File: src/rtl/ibr128_subtractor.sv
// Purpose : 128-bit pipelined subtractor, D = A - B mod 2^W, built as an
//           N-stage SLICE_W-bit borrow chain with input skew / output deskew.
// Latency : result for a pair accepted at Enable edge t is registered at
//           Enable edge t+N (8 for the default 128/16 split).
// Backpressure: none; one pair may be accepted per Enable-high cycle.
//           Enable=0 freezes every register (a global stall, not flow control).
//
// Ports:
//   Clk        clock, all state on the rising edge
//   Rst        synchronous active-high reset; wins over Enable/InValid
//   Enable     global advance; low holds the whole pipeline
//   InValid    A/B presented this cycle (accepted when Enable=1)
//   A, B       unsigned minuend / subtrahend, W bits
//   OutValid   D/BorrowOut hold a completed result
//   D          A - B mod 2^W
//   BorrowOut  1 when A < B (unsigned)
//   Busy       any valid pair in flight, including the output register

module ibr128_subtractor #(
  parameter int W       = 128,
  parameter int SLICE_W = 16
) (
  input  logic         Clk,
  input  logic         Rst,
  input  logic         Enable,
  input  logic         InValid,
  input  logic [W-1:0] A,
  input  logic [W-1:0] B,
  output logic         OutValid,
  output logic [W-1:0] D,
  output logic         BorrowOut,
  output logic         Busy
);

  localparam int N = W / SLICE_W;

  // Registered borrow-out of every stage; stage k consumes brw[k-1] one
  // edge after stage k-1 produced it, which is exactly when slice k of the
  // same pair arrives thanks to the input skew.
  logic [N-1:0] brw;

  // Slice differences after deskew: all N slices of one pair line up here
  // in the same cycle, ready for the output register.
  logic [W-1:0] d_aligned;

  // Valid tag shift register; bit N-1 feeds OutValid on the next edge, so
  // the tag travels in lock-step with stage N-1 of the datapath.
  logic [N-1:0] vld_sr;

  for (genvar k = 0; k < N; k++) begin : g_slice
    logic [SLICE_W-1:0] a_in;
    logic [SLICE_W-1:0] b_in;
    logic               borrow_in;
    logic [SLICE_W:0]   diff;
    logic [SLICE_W-1:0] d_stg;
    logic               brw_stg;

    // ---------------- input skew: slice k waits k edges ----------------
    if (k == 0) begin : g_noskew
      assign a_in = A[SLICE_W-1:0];
      assign b_in = B[SLICE_W-1:0];
    end else begin : g_skew
      // Packed delay line: the newest slice enters at the bottom, the
      // oldest (k edges old) sits in the top slot and feeds the stage.
      logic [k*SLICE_W-1:0] a_dly;
      logic [k*SLICE_W-1:0] b_dly;

      always_ff @(posedge Clk) begin
        if (Rst) begin
          a_dly <= '0;
          b_dly <= '0;
        end else if (Enable) begin
          // Size cast drops the oldest slice off the top.
          a_dly <= (k*SLICE_W)'({a_dly, A[k*SLICE_W +: SLICE_W]});
          b_dly <= (k*SLICE_W)'({b_dly, B[k*SLICE_W +: SLICE_W]});
        end
      end

      assign a_in = a_dly[k*SLICE_W-1 -: SLICE_W];
      assign b_in = b_dly[k*SLICE_W-1 -: SLICE_W];
    end

    // ---------------- borrow chain ----------------
    if (k == 0) begin : g_bin_zero
      assign borrow_in = 1'b0;
    end else begin : g_bin_chain
      assign borrow_in = brw[k-1];
    end

    // Zero-extended subtract: the MSB of the 17-bit result is set exactly
    // when a_in < b_in + borrow_in, i.e. it is the slice's borrow-out.
    always_comb begin
      diff = {1'b0, a_in} - {1'b0, b_in} - {{SLICE_W{1'b0}}, borrow_in};
    end

    always_ff @(posedge Clk) begin
      if (Rst) begin
        d_stg   <= '0;
        brw_stg <= 1'b0;
      end else if (Enable) begin
        d_stg   <= diff[SLICE_W-1:0];
        brw_stg <= diff[SLICE_W];
      end
    end

    assign brw[k] = brw_stg;

    // ---------------- output deskew: slice k waits N-1-k edges ----------------
    if (k == N-1) begin : g_nodeskew
      assign d_aligned[k*SLICE_W +: SLICE_W] = d_stg;
    end else begin : g_deskew
      logic [(N-1-k)*SLICE_W-1:0] d_dly;

      always_ff @(posedge Clk) begin
        if (Rst) begin
          d_dly <= '0;
        end else if (Enable) begin
          d_dly <= ((N-1-k)*SLICE_W)'({d_dly, d_stg});
        end
      end

      assign d_aligned[k*SLICE_W +: SLICE_W] = d_dly[(N-1-k)*SLICE_W-1 -: SLICE_W];
    end
  end

  // ---------------- valid tag ----------------
  // Bubbles (InValid=0) enter as zeros so result spacing matches input spacing.
  always_ff @(posedge Clk) begin
    if (Rst) begin
      vld_sr <= '0;
    end else if (Enable) begin
      vld_sr <= {vld_sr[N-2:0], InValid};
    end
  end

  // ---------------- output register ----------------
  // D and BorrowOut update on every Enable edge, bubbles included; their
  // value only means something while OutValid is high.
  always_ff @(posedge Clk) begin
    if (Rst) begin
      OutValid  <= 1'b0;
      D         <= '0;
      BorrowOut <= 1'b0;
    end else if (Enable) begin
      OutValid  <= vld_sr[N-1];
      D         <= d_aligned;
      BorrowOut <= brw[N-1];
    end
  end

  // Busy covers the output register too, so it stays high for the cycle a
  // result is presented and drops once nothing valid remains anywhere.
  assign Busy = (|vld_sr) | OutValid;

endmodule

File: config.mk
export PLATFORM = sky130hd
export DESIGN_NAME = ibr128_subtractor
export DESIGN_NICKNAME = d
export VERILOG_FILES = /design/src/rtl/ibr128_subtractor.sv
export SDC_FILE = /design/constraint.sdc
export NUM_CORES = 2
export LEC_CHECK = 0
export BUFFER_PORTS_ARGS = -buffer_cell sky130_fd_sc_hd__buf_2
export CELL_PAD_IN_SITES_DETAIL_PLACEMENT = 1
export CELL_PAD_IN_SITES_GLOBAL_PLACEMENT = 1
export CORE_MARGIN = 1
export CORE_UTILIZATION = 48
export DETAILED_ROUTE_END_ITERATION = 6
export GPL_TIMING_DRIVEN = 0
export PLACE_DENSITY_LB_ADDON = 0.1
export SKIP_LAST_GASP = 1
export SLEW_MARGIN = 10
export SYNTH_ARGS = -nofsm -noshare
export SYNTH_HDL_FRONTEND = slang
export SYNTH_SLANG_ARGS = --single-unit
File: constraint.sdc
create_clock -name Clk -period 4.05 [get_ports Clk]
set_input_delay 0.405 -clock Clk [delete_from_list [all_inputs] [get_ports Clk]]
set_output_delay 0.405 -clock Clk [all_outputs]
set_load 0.02 [all_outputs]
# Word level (Yosys, flattened, before mapping)
# Cells that the tools add are included.
[word_totals]
output_inout_bits = 131
input_bits = 260
regBits = 1618
[op_classes]
n_reduce_logical = 1
bitwise_logic = 1
n_addsub = 15
[op_table]
columns = ["op", "n"]
rows = [
  ["$sub 16x16->17", 8],
  ["$sub 17x1->17", 7],
  ["$reduce_or 8->1", 1],
  ["$or 1x1->1", 1],
]

# Logic depth before layout (Yosys ltp)
[depth]
word_depth = 2
depth_mapped = 12
depth_no_buf = 11

# Worst setup path before layout
# No wires, ideal clock.
[synth_path]
kind = "reg2reg"
from = "register g_slice[2].brw_stg"
to = "register g_slice[3].d_stg[14]"
path_buffers = 0
arrival_time_ns = 2.742
period_less_slack_ns = 2.828
path_slack_ns = 1.222
setup_time_ns = 0.086
path_stages_with_launch = 11
cell_sequence = "dfxtp_1 > inv_1 > fa_1 > fa_1 > nand2b_1 > a2111oi_1 > o21bai_1 > a31oi_1 > a21oi_1 > xnor2_1 > a211oi_1"
[synth_between]
elab_chain_len = 1
[synth_lines]
columns = ["item", "line", "rtl"]
rows = [
  ["start, declared", "56", "logic brw_stg;"],
  ["start signal, assigned", "102", "brw_stg <= diff[SLICE_W];"],
  ["$sub 17x1->17", "93", "diff = {1'b0, a_in} - {1'b0, b_in} - {{SLICE_W{1'b0}}, borrow_in};"],
  ["end signal, assigned", "101", "d_stg <= diff[SLICE_W-1:0];"],
  ["end, declared", "55", "logic [SLICE_W-1:0] d_stg;"],
]
# No other way between the ends.
# A chain may end at the register's enable or synchronous reset.

# Worst setup path after layout
[layout_path]
from = "register g_slice[2].brw_stg"
to = "register g_slice[3].brw_stg"
[layout_between]
elab_chain_len = 1
[layout_lines]
columns = ["item", "line"]
rows = [
  ["$sub 17x1->17", "93"],
  ["end signal, assigned", "102"],
  ["end, declared", "56"],
]
# No other way between the ends.

==> impl_metrics.ini <==
[status]
outcome = completed

[global_routing]
grt_pass1_wl_um = 287000
met2_usage_pct = 45.2
grt_remaining_overflow = 0
grtUsageMet3_pct = 4.91
gr-max-usage-layer = met2
grt_max_degree = 17
antenna_found_initial = 4
use_met1_pct = 35.0
grt_pass1_vias = 50000
grt.total_usage_pct = 27.0

[critical_path]
path_cells = inv_1 -> fa_1 -> fa_1 -> nand2b_1 -> a2111oi_2 -> o21bai_1 -> a31oi_1 -> o311ai_1 -> xor2_2 -> o21ai_1
worstPathMaxFanout = 3
reg2reg_slack_ns = 0.49
cp.required_ns = 4.70
cp-endpoint = g_slice[3].brw_stg
critPathArrivalTime_ns = 4.21
crit_path_top_delay_cell = a2111oi_2
worstReg2RegStart = g_slice[2].brw_stg
cp-start-kind = register
critPathLaunch = g_slice[2].brw_stg
r2r_cells = 10
r2r-end = g_slice[3].brw_stg
critical_path_class = reg2reg
max_stage_delay_ns = 0.49
cp-end-kind = register
path_common_cell = fa_1

[drt]
wl_per_cell_um = 20.2
dr.pass1.iters = 7
postRouteAntennaNets = 0
drt-initial-drc-count = 2254
vias = 47300
drc = 0
wl_um = 184000
vias_per_cell = 5.18

[placed_design]
port_buffers = 389
dp_hpwl_um = 133000
place_area_sq_um = 68400
dp_cells = 8584
place_congestion = 0.853

[clock_tree]
cts_buffers = 172
clkTransAtPathRegs_ns = 0.06
h-tree-depth = 4
cts-root-buf = clkbuf_16
clk_latency_ns = 0.81
ctsLongestPathBuffers = 3
cts.sinks = 1618
cts_tree = built

[sta]
clock_skew_ns = 0.0338
max_slew.worst_pin.slew_ns = 1.31
fmax_mhz = 281
drv_slew = 0
fin_crit_sh_pct = 88.0
relSlewSlack_pct = 12.7
fin_tns_setup_ns = 0
report.final.hold_viol_count = 0
rsz0062_at_grt = no
fin_crit_ns = 3.56
setup_viol = 0

[synthesis]
yosysTopAreaCell = dfxtp_1
yosysWarnings = 0
syn_area_per_cell_sq_um = 9.97
synth-edff-count = 0
synthTopCellsByArea = dfxtp_1, mux2i_1, nor2_1, ha_1, inv_1
yosysMostFrequentCell = nor2_1
ys_types = 83
syn_nets = 6941
synth_top_area_share_pct = 50.4
ys.flop_type = dfxtp_1
ys_seq_area_share_pct = 50.4
syn_area_sq_um = 64200
ys_async_sr_fraction_pct = 0
synthCells = 6440
synth_common_cells = nor2_1, dfxtp_1, mux2i_1
synth_seq_cells = 1618

[layout]
areaGrowthSynthToFinish_pct = 19.1
finalInstanceArea_sq_um = 76500
final_cell_count_no_fill = 9130
nets = 7728
drive_gt1_share_pct = 9.56

[floorplan]
initial_core_util_pct = 48.6
die_x_um = 368
rows = 133
core-area_sq_um = 132000
dieArea_sq_um = 135000
io_pins = 391
die_y_um = 368

[power_and_ir_drop]
vdd_ir_drop_max_mv = 0.434
cellLeakagePower_uw = 0.0352
power_uw = 36200
power_density_nw_per_um2 = 473

[job]
cap_viol_max_count = 0

[worst_hold_path]
hold_path.class = in2reg
## where the power goes
group / switching [uW] / internal (uW)
logic: 2010 / 1420
clock network: 6640 / 9420
registers: 322 / 16400
total: 8970 / 27200
## repair_timing
action	CTS	global route
hold endpoints to repair	224	0
hold buffers	224	0
setup endpoints to repair	0	1
gates resized for setup	0	2
setup buffers	0	0
## worst min path at each step
stage	start	end	slack, ns	cells past startpoint
CTS	A[20]	g_slice[1].a_in[4]	0.02	3
floorplan	g_slice[2].d_stg[7]	g_slice[2].d_stg[7]	0.42	2
detailed placement	g_slice[5].d_stg[12]	g_slice[5].d_stg[12]	0.45	2
global route	B[0]	g_slice[0].d_stg[0]	0.04	3
global placement	g_slice[7].d_stg[7]	g_slice[7].d_stg[7]	0.44	2
finish	B[0]	g_slice[0].d_stg[0]	0.07	3
## through the flow
step           worst slack, ns  utilization, %  hold slack [ns]
6_report                 0.485            57.9           0.0658
5_1_grt                  0.184            57.9           0.0378
4_1_cts                  0.168            57.9           0.0169
3_5_place_dp             0.115            51.7            0.445
3_3_place_gp             0.176            51.7            0.436
2_1_floorplan             1.22               -            0.425
## layout by cell type (no fill, tap or decap), types with 9 or more instances in the layout
cell type      count
a211o_1           10
a211oi_1          33
a21o_1            25
a21oi_1           85
a311oi_1          10
a31oi_1           15
buf_1            127
buf_2            395
bufinv_16          9
clkbuf_1         271
clkbuf_16        175
clkbuf_8          47
clkinv_2          29
dfxtp_1         1618
dlygate4sd3_1    224
fa_1              15
ha_1             226
inv_1            358
mux2i_1         1517
nand2_1           91
nand2b_1          22
nand3_1           19
nor2_1          1629
nor2b_1           10
nor3_1            16
o21a_1            25
o21ai_0           43
o21ai_1           41
o21bai_1          15
o31ai_1           10
or3_1             13
xnor2_1           50
xor2_1            33
## sequential cells by signal, indices dropped and copies added (netlist names)
name,flops
g_slice.brw_stg,8
OutValid,1
BorrowOut,1
g_slice.g_deskew.d_dly,448
g_slice.b_in,16
g_slice.g_skew.a_dly,432
D,128
g_slice.d_stg,128
g_slice.g_skew.b_dly,432
g_slice.a_in,16
vld_sr,8
## worst max-delay path, delay by kind of cell, from the launching register on
kind	cells	cell delay (ns)
compound gates	5	1.42
xor+xnor	1	0.41
flops	1	0.34
fa+ha+maj	2	0.88
buf+inv	1	0.12
simple gates	1	0.21
## cell type report
class,instances,area (sq um)
clock buffer,262,5180
buffer,371,1410
multi-input combinational,4092,29100
timing repair buffer,613,4190
tap,1755,2200
clock inverter,59,662
antenna,1,2.50
fill,14600,55700
inverter,359,1350
sequential,1618,32400
## per-layer routing
layer  up-vias  share of wire, %
met5         -            0.0071
met4         2               2.9
met3       263               4.4
met2       776                47
met1     23100                46
li1      23100                 -
## cells by family (layout without fill, tap and decap cells)
group	after synthesis	count (layout)	share of synthesized area (%)
DFF	1618	1618	50.4
adders and majority gates	241	241	4.87
other	0	1	0
AOI/OAI and AO/OA	389	389	4.13
and+or+nand+nor	1861	1861	11.5
muxes	1517	1517	23.6
buffers and inverters	730	1664	4.28
xor gates and xnor gates	84	84	1.15
Note: power is estimated with default switching activity, not from simulation.
